**config.mk**
```make
export PLATFORM = sky130hd
export DESIGN_NAME = servo_pos_ctrl
export DESIGN_NICKNAME = d
export VERILOG_FILES = /design/src/rtl/servo_pkg.sv /design/src/rtl/btn_debounce.sv /design/src/rtl/servo_pos_ctrl.sv
export SDC_FILE = /design/constraint.sdc
export NUM_CORES = 1
export LEC_CHECK = 0
export ABC_AREA = 1
export BUFFER_PORTS_ARGS = -buffer_cell sky130_fd_sc_hd__buf_4
export CORE_UTILIZATION = 65
export CTS_BUF_LIST = sky130_fd_sc_hd__clkbuf_4 sky130_fd_sc_hd__clkbuf_8
export CTS_CLUSTER_SIZE = 28
export DETAILED_ROUTE_END_ITERATION = 8
export PLACE_DENSITY = 0.87
export SYNTH_ARGS = -nofsm -noshare
export SYNTH_HDL_FRONTEND = slang
export SYNTH_SLANG_ARGS = --single-unit
```
**constraint.sdc**
```tcl
create_clock -name MAX10_CLK1_50 -period 3 [get_ports MAX10_CLK1_50]
set_input_delay 0.6 -clock MAX10_CLK1_50 [delete_from_list [all_inputs] [get_ports MAX10_CLK1_50]]
set_output_delay 0.6 -clock MAX10_CLK1_50 [all_outputs]
set_load 0.1 [all_outputs]
```
**src/rtl/servo_pkg.sv**
```systemverilog
`default_nettype none
// ============================================================================
// Module   : servo_pkg
// Brief    : Shared widths, default limits, debounce state encoding and
//            saturating step helpers for the servo command stage.
// Revision : 1.0 - initial release
// ============================================================================
package servo_pkg;

  localparam int POS_W = 12;

  localparam int DEF_POS_MIN = 500;
  localparam int DEF_POS_MAX = 2500;
  localparam int DEF_POS_RST = 1500;
  localparam int DEF_STEP    = 10;

  typedef enum logic [1:0] {
    RELEASED     = 2'd0,
    PRESS_WAIT   = 2'd1,
    HELD         = 2'd2,
    RELEASE_WAIT = 2'd3
  } deb_state_e;

  // Add one step with an extra carry bit so a sum above the limit saturates
  function automatic logic [POS_W-1:0] sat_add(input logic [POS_W-1:0] val,
                                               input logic [POS_W-1:0] step,
                                               input logic [POS_W-1:0] lim);
    logic [POS_W:0] sum;
    sum = {1'b0, val} + {1'b0, step};
    return (sum > {1'b0, lim}) ? lim : sum[POS_W-1:0];
  endfunction

  // Subtract one step; a borrow out of the top bit also means "below limit"
  function automatic logic [POS_W-1:0] sat_sub(input logic [POS_W-1:0] val,
                                               input logic [POS_W-1:0] step,
                                               input logic [POS_W-1:0] lim);
    logic [POS_W:0] diff;
    diff = {1'b0, val} - {1'b0, step};
    return (diff[POS_W] || (diff[POS_W-1:0] < lim)) ? lim : diff[POS_W-1:0];
  endfunction

endpackage
`default_nettype wire

```
**src/rtl/btn_debounce.sv**
```systemverilog
`default_nettype none
// ============================================================================
// Module   : btn_debounce
// Brief    : 2-flop synchronizer plus four-state debounce FSM for one
//            active-low push-button; emits a one-cycle press pulse.
//            Optional auto-repeat while held: SERVO_AUTOREPEAT_EN.
// Revision : 1.0 - initial release
// ============================================================================
module btn_debounce import servo_pkg::*; #(
  parameter int DEB_CYCLES = 1_000_000
`ifdef SERVO_AUTOREPEAT_EN
  ,
  parameter int REPEAT_CYCLES = 15_000_000
`endif
) (
  input  logic clk_i,
  input  logic rst_ni,
  input  logic btn_ni,
  output logic press_o
);

  localparam int CNT_W = (DEB_CYCLES > 1) ? $clog2(DEB_CYCLES) : 1;
  localparam logic [CNT_W-1:0] C_CNT_LAST = CNT_W'(DEB_CYCLES - 1);

`ifdef SERVO_AUTOREPEAT_EN
  localparam int REP_W = (REPEAT_CYCLES > 1) ? $clog2(REPEAT_CYCLES) : 1;
  localparam logic [REP_W-1:0] C_REP_LAST = REP_W'(REPEAT_CYCLES - 1);
  logic [REP_W-1:0] rep_q;
`endif

  logic [1:0]       sync_q;
  deb_state_e       state_q;
  logic [CNT_W-1:0] cnt_q;
  logic             press_q;

  // Bring the raw key into the clock domain; resets to the released level
  always_ff @(posedge clk_i or negedge rst_ni) begin
    if (!rst_ni) begin
      sync_q <= 2'b11;
    end else begin
      sync_q <= {sync_q[0], btn_ni};
    end
  end

  // Debounce FSM: a level must hold DEB_CYCLES samples before it is accepted
  always_ff @(posedge clk_i or negedge rst_ni) begin
    if (!rst_ni) begin
      state_q <= RELEASED;
      cnt_q   <= '0;
      press_q <= 1'b0;
`ifdef SERVO_AUTOREPEAT_EN
      rep_q   <= '0;
`endif
    end else begin
      press_q <= 1'b0;
      case (state_q)
        RELEASED: begin
          if (!sync_q[1]) begin
            state_q <= PRESS_WAIT;
            cnt_q   <= '0;
          end
        end
        PRESS_WAIT: begin
          if (sync_q[1]) begin
            state_q <= RELEASED;
          end else if (cnt_q == C_CNT_LAST) begin
            state_q <= HELD;
            press_q <= 1'b1;
          end else begin
            cnt_q <= cnt_q + 1'b1;
          end
        end
        HELD: begin
          if (sync_q[1]) begin
            state_q <= RELEASE_WAIT;
            cnt_q   <= '0;
`ifdef SERVO_AUTOREPEAT_EN
            rep_q   <= '0;
          end else if (rep_q == C_REP_LAST) begin
            press_q <= 1'b1;
            rep_q   <= '0;
          end else begin
            rep_q <= rep_q + 1'b1;
`endif
          end
        end
        RELEASE_WAIT: begin
          if (!sync_q[1]) begin
            state_q <= HELD;
          end else if (cnt_q == C_CNT_LAST) begin
            state_q <= RELEASED;
          end else begin
            cnt_q <= cnt_q + 1'b1;
          end
        end
        default: begin
          state_q <= RELEASED;
          cnt_q   <= '0;
        end
      endcase
    end
  end

  assign press_o = press_q;

endmodule
`default_nettype wire

```
**src/rtl/servo_pos_ctrl.sv**
```systemverilog
`default_nettype none
// ============================================================================
// Module   : servo_pos_ctrl
// Brief    : Button-driven target registers with saturation and a slew-limited
//            ramp of the X/Y/Z pulse-width commands toward their targets.
//            Optional auto-repeat of held buttons: SERVO_AUTOREPEAT_EN.
// Revision : 1.0 - initial release
// ============================================================================
module servo_pos_ctrl import servo_pkg::*; #(
  parameter int DEB_CYCLES = 1_000_000,
  parameter int RAMP_DIV   = 50_000,
  parameter int STEP       = DEF_STEP,
  parameter int POS_MIN    = DEF_POS_MIN,
  parameter int POS_MAX    = DEF_POS_MAX,
  parameter int POS_RST    = DEF_POS_RST
`ifdef SERVO_AUTOREPEAT_EN
  ,
  parameter int REPEAT_CYCLES = 15_000_000
`endif
) (
  input  logic             MAX10_CLK1_50,
  input  logic             rst,
  input  logic             btn_up,
  input  logic             btn_down,
  input  logic [2:0]       enable,
  output logic [POS_W-1:0] pos_x,
  output logic [POS_W-1:0] pos_y,
  output logic [POS_W-1:0] pos_z,
  output logic             busy
);

  localparam int TICK_W = (RAMP_DIV > 1) ? $clog2(RAMP_DIV) : 1;
  localparam logic [TICK_W-1:0] C_TICK_LAST = TICK_W'(RAMP_DIV - 1);
  localparam logic [POS_W-1:0]  C_STEP      = POS_W'(STEP);
  localparam logic [POS_W-1:0]  C_POS_MIN   = POS_W'(POS_MIN);
  localparam logic [POS_W-1:0]  C_POS_MAX   = POS_W'(POS_MAX);
  localparam logic [POS_W-1:0]  C_POS_RST   = POS_W'(POS_RST);

  logic              up_press;
  logic              dn_press;
  logic [TICK_W-1:0] tick_q;
  logic              tick;
  logic [POS_W-1:0]  tgt_q [3];
  logic [POS_W-1:0]  tgt_d [3];
  logic [POS_W-1:0]  pos_q [3];
  logic [POS_W-1:0]  pos_d [3];
  logic              busy_q;
  logic              busy_d;

  btn_debounce #(
    .DEB_CYCLES    (DEB_CYCLES)
`ifdef SERVO_AUTOREPEAT_EN
    ,
    .REPEAT_CYCLES (REPEAT_CYCLES)
`endif
  ) u_deb_up (
    .clk_i   (MAX10_CLK1_50),
    .rst_ni  (rst),
    .btn_ni  (btn_up),
    .press_o (up_press)
  );

  btn_debounce #(
    .DEB_CYCLES    (DEB_CYCLES)
`ifdef SERVO_AUTOREPEAT_EN
    ,
    .REPEAT_CYCLES (REPEAT_CYCLES)
`endif
  ) u_deb_dn (
    .clk_i   (MAX10_CLK1_50),
    .rst_ni  (rst),
    .btn_ni  (btn_down),
    .press_o (dn_press)
  );

  assign tick = (tick_q == C_TICK_LAST);

  // Free-running ramp divider; target changes never disturb its phase
  always_ff @(posedge MAX10_CLK1_50 or negedge rst) begin
    if (!rst) begin
      tick_q <= '0;
    end else if (tick) begin
      tick_q <= '0;
    end else begin
      tick_q <= tick_q + 1'b1;
    end
  end

  // Next targets from press pulses and next positions from the ramp tick;
  // busy is derived from the next-state values so it lines up with pos_*
  always_comb begin
    busy_d = 1'b0;
    for (int a = 0; a < 3; a++) begin
      tgt_d[a] = tgt_q[a];
      if (enable[a] && (up_press != dn_press)) begin
        tgt_d[a] = up_press ? sat_add(tgt_q[a], C_STEP, C_POS_MAX)
                            : sat_sub(tgt_q[a], C_STEP, C_POS_MIN);
      end
      pos_d[a] = pos_q[a];
      if (tick) begin
        if (pos_q[a] < tgt_q[a]) begin
          pos_d[a] = pos_q[a] + 1'b1;
        end else if (pos_q[a] > tgt_q[a]) begin
          pos_d[a] = pos_q[a] - 1'b1;
        end
      end
      if (pos_d[a] != tgt_d[a]) begin
        busy_d = 1'b1;
      end
    end
  end

  // Target, position and busy registers
  always_ff @(posedge MAX10_CLK1_50 or negedge rst) begin
    if (!rst) begin
      for (int a = 0; a < 3; a++) begin
        tgt_q[a] <= C_POS_RST;
        pos_q[a] <= C_POS_RST;
      end
      busy_q <= 1'b0;
    end else begin
      for (int a = 0; a < 3; a++) begin
        tgt_q[a] <= tgt_d[a];
        pos_q[a] <= pos_d[a];
      end
      busy_q <= busy_d;
    end
  end

  assign pos_x = pos_q[0];
  assign pos_y = pos_q[1];
  assign pos_z = pos_q[2];
  assign busy  = busy_q;

endmodule
`default_nettype wire

```
==> results.md, run 1 <==
* Top cell type's share of synthesized area at 21.0%
* Core Area at 0.0166 mm²
* Post-synthesis sequential area ratio at 31.9%
* Post-synth EDFFs at 0
* Endpoints failing setup at 0
* Crit Path Category: reg2reg
* Asr flop ratio synth at 100%
* Max Fclk at ~0.35 GHz
* TritonCTS clock tree: yes
* Post-route ant nets at 0
* Vias per cell at 5.75
* Count leader, synth: nand2_1
* Slew Limit Headroom at between 50% and 60%
* Chip Width at 133 µm
* Die Ht at 133 µm
* Clock Latency Late Sink at 0.45 ns
* CP Data Arrival Time at 3.22 ns
* Vias in the first global route at 11.0k
* VDD IR max at 0.403 mV
* Gr usage total at 36.3%
* Cell accounting for the most synthesized area: dfrtp_1
* Clock transition at the registers of the reported paths at 0.09 ns
* Clock Tree Buf Depth at 2
* HPWL Detailed at roughly 24000 µm
* Ys Warns at 0
* Worst-Margin Slew at 0.731 ns
* Fin nets at between 1.5k and 2k
* I/O pin cnt at 44
* Power per cell area at around 280 mW/mm²
* Final hold slack at 0.165 ns
* Remaining DRCs at 0
* Ant. Diodes at 0
* Post-CTS Hold Buffers at 0
* H-tree Lvls at 4
* Max FO, Critical Path at 6
* Syn Area/Cell at 6.42 µm²
* Pre-CTS setup slack at -0.0398 ns
* I/O Buffers at 43
* Drt pass-1 iters at 6
* Shortest period the worst path allows at 2.88 ns
* Clock root buffer: clkbuf_8
* Final setup margin at 0.124 ns
* Max-Cap Viols at 0
* Largest cells by area after synthesis: dfrtp_1 21%, nand2_1 18%, dfstp_2 11%
* Routed length per instance at about 15 µm
* Most used DFF post-synth: dfrtp_1
* CTS Buf Count at 17
* Placed Cells at a little over 2k
* Worst setup EP type: flop
* GP Congestion at ~1.1
* Synthesized instance count at about 1.7k
* Vias at 12.0k
* Fin. max-slew vios at 0
* Clock Skew at 0.0163 ns
* Tcrit/Tclk final at 95.9%
* HP Class: in2async
* Initial antenna violation count at 0
* Setup TNS at 0 ns
* Status: finished clean
* CP Launch Type: flop
* Worst path required time at 3.34 ns
* Synth cell types at 46
* Row count at 47
* Routed WL at 31800 µm
* Layout Cells excl Fill at 2082
* Largest net degree at the start of global routing at 78
* First-pass GRT wire length at slightly above 50000 µm
* First DRT Iteration DRCs at 1386
* Die ar. at 0.0176 mm²
* Post-synth top cells: 523 x nand2_1, 263 x inv_1, 182 x nand3_1
* Register bit total from synthesis at 139
* Post-Syn Nets at 1784
* Standby leakage power at 6.92 nW
* Synthesized cell area at about 0.011 mm²
* Total gr overflow at 0
* Endpoints failing hold at 0
* Initial core utilization at 66.8%
* Area Growth Syn to Fin at 16.2%
* Share of cells above drive strength 1 at between 15 and 20%
* Clock sinks at 139
==> per-layer routing <==
layer  GRT usage [%]  vias up  wire, µm
met5               0        -         0
met4            13.8        0       957
met3            6.21       91      2680
met2            58.0      616     14600
met1            49.3     5438     13600
li1                -     5826         -
==> registers in the layout, summed over array words and instances (netlist names), 2 cells and up, named ones only <==
name / count
pos_x: 12
u_deb_up.cnt_q: 20
pos_y: 12
u_deb_dn.sync_q: 2
pos_z: 12
tgt_q: 36
u_deb_up.sync_q: 2
u_deb_dn.cnt_q: 20
tick_q: 16
==> layout by cell type, fill, tap and decap left out, types with 11 or more instances in the layout <==
cell type,netlist,layout
a21oi_1,66,63
buf_4,5,120
clkbuf_8,0,19
dfrtp_1,93,90
dfstp_2,46,46
ha_1,51,46
inv_1,263,257
inv_2,14,18
nand2_1,523,508
nand2_2,21,34
nand3_1,182,176
nand3b_1,11,11
nand4_1,76,76
nor2_1,159,150
nor2_2,11,19
nor3_1,25,25
o21ai_0,73,63
o21ai_1,7,14
xor2_1,29,25
==> cells by family (layout without fill, tap and decap cells) <==
family | count (synthesis) | in the layout | share of synthesized area [%]
adders and majority gates | 51 | 51 | 5.76
and+or+nand+nor | 1029 | 1029 | 40.9
xor gates and xnor gates | 32 | 32 | 2.53
DFF | 139 | 139 | 31.9
buffers and inverters | 306 | 442 | 10.7
AOI/OAI and AO/OA | 169 | 169 | 8.18
==> worst max-delay path, stage by stage (launching register included) <==
cell and delay [ns]:
dfstp_2 0.59, inv_1 0.09, ha_1 0.28, nand2_1 0.08, inv_1 0.04, nand2_1 0.05
nand2_1 0.09, nand2_2 0.12, nand3_4 0.12, buf_4 0.18, o21ai_0 0.19, nand2_1 0.13
xor2_2 0.18, nand3_1 0.09, nand2_1 0.07, nand2_1 0.09, nor2_1 0.14, nand3_1 0.09
nor2_1 0.11, nand2_1 0.06
==> worst paths after layout <==
path	startpoint	end	slack [ns]	depth (start not counted)
worst max-delay path	tgt_q[2]$_DFF_PN1_	busy$_DFF_PN0_	0.12	19
worst min-delay path	rst	pos_x[9]$_DFF_PN0_	0.16	1
worst max register to register	tgt_q[2]$_DFF_PN1_	busy$_DFF_PN0_	0.12	19
worst min register to register	u_deb_dn.sync_q[0]$_DFF_PN1_	u_deb_dn.sync_q[1]$_DFF_PN1_	0.36	0
max in group asynchronous	rst	pos_z[7]$_DFF_PN1_	2.02	2
min in group MAX10_CLK1_50	btn_down	u_deb_dn.sync_q[0]$_DFF_PN1_	0.25	1
==> per-stage QoR <==
stage	total power, mW	util, %	area, µm²
2_1_floorplan	2.00	-	11100
3_3_place_gp	2.06	73.2	12100
3_5_place_dp	2.07	73.2	12100
4_1_cts	3.61	75.6	12500
5_1_grt	3.71	77.6	12900
6_report	3.60	77.6	12900
==> where the power goes <==
group / switching [mW] / internal (mW) / total (mW)
registers: 0.0160 / 1.90 / 1.91
clock network: 0.829 / 0.733 / 1.56
logic: 0.0871 / 0.0337 / 0.121
total: 0.932 / 2.66 / 3.60
==> layout make-up <==
class | instances | area (µm²)
multi-input combinational | 1281 | 6580
clock buffer | 20 | 269
timing repair buffer | 129 | 1020
sequential | 139 | 3540
fill | 1285 | 3710
inverter | 281 | 1060
clock inverter | 12 | 126
tap | 220 | 275
==> what timing repair did <==
item | in CTS | in global routing
pin swaps | 0 | 21
endpoints found under the setup margin | 1 | 1
endpoints found under the hold margin | 0 | 0
resized for setup | 3 | 73
setup buffers | 0 | 13
gates cloned | 0 | 1
(Power assumes the default switching activity.)
==> run 2, diff against run 1 <==
--- a/config.mk
+++ b/config.mk
@@ -7,11 +7,11 @@
 export LEC_CHECK = 0
 export ABC_AREA = 1
 export BUFFER_PORTS_ARGS = -buffer_cell sky130_fd_sc_hd__buf_4
-export CORE_UTILIZATION = 65
+export CORE_UTILIZATION = 40
 export CTS_BUF_LIST = sky130_fd_sc_hd__clkbuf_4 sky130_fd_sc_hd__clkbuf_8
 export CTS_CLUSTER_SIZE = 28
 export DETAILED_ROUTE_END_ITERATION = 8
-export PLACE_DENSITY = 0.87
+export PLACE_DENSITY = 0.6
 export SYNTH_ARGS = -nofsm -noshare
 export SYNTH_HDL_FRONTEND = slang
 export SYNTH_SLANG_ARGS = --single-unit
==> run 2 against run 1 <==
Compared with the run above:
- cell area rose by 2.9%
- routed wire length rose by 2.5%
- core utilization fell by 29 points
- maximum frequency rose by 1.1%
- die area rose by 61%
- first-iteration DRC count fell by 40%
==> results.md, run 2 (synthesis results as in run 1) <==
* Status: finished clean
* Met2 Wirelength at 14800 µm (+1.1%)
* Met1 wire length at 15900 µm (+17%)
* Remaining DRCs at 0 (unchanged)
* Seq. cell area at 0.00354 mm² (about the same)
* H-tree Lvls at 4 (unchanged)
* Max Fclk at 0.351 GHz (+1.1%)
* Clock root buffer: clkbuf_8
* Crit Path Category: reg2reg
* Top reg by flops: tgt_q
* Fin nets at 1933 (+1.4%)
* Core Area at 0.0270 mm² (+63%)
* Clock Latency Late Sink at 0.47 ns (+0.02 ns)
* Largest registers: tgt_q (36), u_deb_dn.cnt_q (20), u_deb_up.cnt_q (20)
* Initial core utilization at 41.0% (-26 points)
* Most frequent cells in the layout: 508 x nand2_1, 258 x inv_1, 172 x nand3_1, 151 x buf_4, 149 x nor2_1
* Gr usage total at 23.6% (-13 points)
* First-pass GRT wire length at 53600 µm (+3.5%)
* Vias per cell at 5.16 (-10%)
* Worst-Margin Slew at 0.701 ns (-0.0305 ns)
* Filler cell count at 2798 (+120%)
* Max FO, Critical Path at 7 (+1)
* CTS Buf Count at 17 (unchanged)
* Initial antenna violation count at 0 (unchanged)
* Chip Width at 168 µm (+27%)
* Commonest non-fill, non-tap cell in the layout: nand2_1
* Ant. Diodes at 0 (unchanged)
* Worst setup EP type: flop
* Endpoints failing setup at 0 (unchanged)
* First DRT Iteration DRCs at 832 (-40%)
* Post-route ant nets at 0 (unchanged)
* Detail Route met3 WL at 1330 µm (-50%)
* Drt pass-1 iters at 5 (-1)
* Largest net degree at the start of global routing at 58 (-26%)
* Tcrit/Tclk final at 94.9% (-1.0 points)
* Setup TNS at 0 ns (unchanged)
* Worst path required time at 3.35 ns (about the same)
* Register-to-register setup slack at 0.15 ns (+0.03 ns)
* Clock transition at the registers of the reported paths at 0.10 ns (about the same)
* I/O Buffers at 43 (unchanged)
* Area Growth Syn to Fin at 19.5%
* CP Data Arrival Time at 3.19 ns (-0.03 ns)
* Routed WL at 32600 µm (+2.5%)
* Clock Tree Buf Depth at 2 (unchanged)
* RR Endpoint: busy$_DFF_PN0_
* Worst R2R Path Depth at 20 (+1)
* Top sig layer: met4
* Clock sinks at 139 (unchanged)
* Worst reg2reg path startpoint: tgt_q[14]$_DFF_PN1_
* HPWL Detailed at 25700 µm (+7.1%)
* VDD IR max at 0.209 mV (-48%)
* Fin. max-slew vios at 0 (unchanged)
* Vias at 11.5k (-3.8%)
* Total gr overflow at 0 (unchanged)
* HP Class: in2async
* Shortest period the worst path allows at 2.85 ns (-0.0301 ns)
* Standby leakage power at 7.04 nW (+1.8%)
* Vias in the first global route at 10.8k (-1.4%)
* Multi-input gate area in the final layout at 0.00664 mm² (+0.93%)
* Final hold slack at 0.0594 ns (-0.105 ns)
* I/O pin cnt at 44 (unchanged)
* GP Congestion at 0.963 (-9.3%)
* Routed length per instance at 14.6 µm (-4.2%)
* Slew Limit Headroom at 53.2% (+2.0 points)
* Clock Skew at 0.0232 ns (+0.00687 ns)
* Max reg flops at 36 (unchanged)
* Die ar. at 0.0284 mm² (+61%)
* Die Ht at 168 µm (+27%)
* Endpoints failing hold at 0 (unchanged)
* TritonCTS clock tree: yes
* Power per cell area at 270 mW/mm² (-3.3%)
* Share of cells above drive strength 1 at 18.6% (+1.4 points)
* Row count at 60 (+28%)
* Max-Cap Viols at 0 (unchanged)
* CP Launch Type: flop
==> run 2: stage by stage <==
step | std cells | total power, mW | utilization [%] | setup slack, ns | instance area (µm²)
after floorplan | 1726 | 2.00 | - | 0.00467 | 11100
after global placement | 2194 | 2.07 | 46.4 | -0.166 | 12500
after detailed placement | 2194 | 2.07 | 46.4 | -0.248 | 12500
after CTS | 2226 | 3.63 | 47.9 | 0.0610 | 13000
after global routing | 2229 | 3.73 | 49.0 | -0.0357 | 13200
final | 2229 | 3.58 | 49.0 | 0.154 | 13200
==> run 2: worst max-delay path, stage by stage (launching register included) <==
cell	delay, ns
dfstp_2	0.54
buf_4	0.15
ha_2	0.18
inv_1	0.04
nand2_2	0.10
nand2_2	0.08
inv_2	0.07
nand3_1	0.13
xor2_2	0.23
inv_1	0.09
nand2_4	0.12
nand2_2	0.08
nand2_4	0.10
nand2_2	0.07
nand2_4	0.11
nand2_2	0.11
xor2_1	0.16
nor2_1	0.14
nand3_2	0.07
nor2_1	0.11
nand2_1	0.05
==> run 2: how the worst max path moves through the flow <==
stage / depth (start not counted) / endpoint / slack, ns / startpoint
2_1_floorplan: 14 / busy$_DFF_PN0_ / 0.005 / pos_z[11]$_DFF_PN0_
3_3_place_gp: 18 / busy$_DFF_PN0_ / -0.17 / tgt_q[3]$_DFF_PN1_
3_5_place_dp: 16 / busy$_DFF_PN0_ / -0.25 / tgt_q[3]$_DFF_PN1_
4_1_cts: 21 / busy$_DFF_PN0_ / 0.06 / tgt_q[1]$_DFF_PN0_
5_1_grt: 20 / busy$_DFF_PN0_ / -0.04 / tgt_q[14]$_DFF_PN1_
6_report: 20 / busy$_DFF_PN0_ / 0.15 / tgt_q[14]$_DFF_PN1_
==> run 2: timing repair <==
action	CTS	global route
pin swaps	0	25
resized for setup	5	75
setup endpoints to repair	1	1
hold buffers	0	0
buffers inserted	0	3
==> run 2: power breakdown <==
group / total [mW] / switching, mW / leakage, nW / internal [mW]
clock: 1.54 / 0.889 / 0.197 / 0.656
combinational: 0.121 / 0.0871 / 5.12 / 0.0337
sequential: 1.91 / 0.0156 / 1.72 / 1.90
==> run 2: layer usage <==
layer  GRT usage [%]  up-vias
met1            32.9     5309
met4            6.40        0
met2            38.1      297
li1                -     5863
met3            3.06       43
met5               0        -
==> run 2: layout make-up <==
| cell class | count | share of cell area, % |
|---|---|---|
| repair buffers | 155 | 9.03 |
| multi-input cells | 1281 | 50.1 |
| well taps | 341 | 3.22 |
| clock inverters | 13 | 0.916 |
| inverters | 281 | 8.00 |
| clock buffers | 19 | 1.97 |
| flip-flops and latches | 139 | 26.7 |
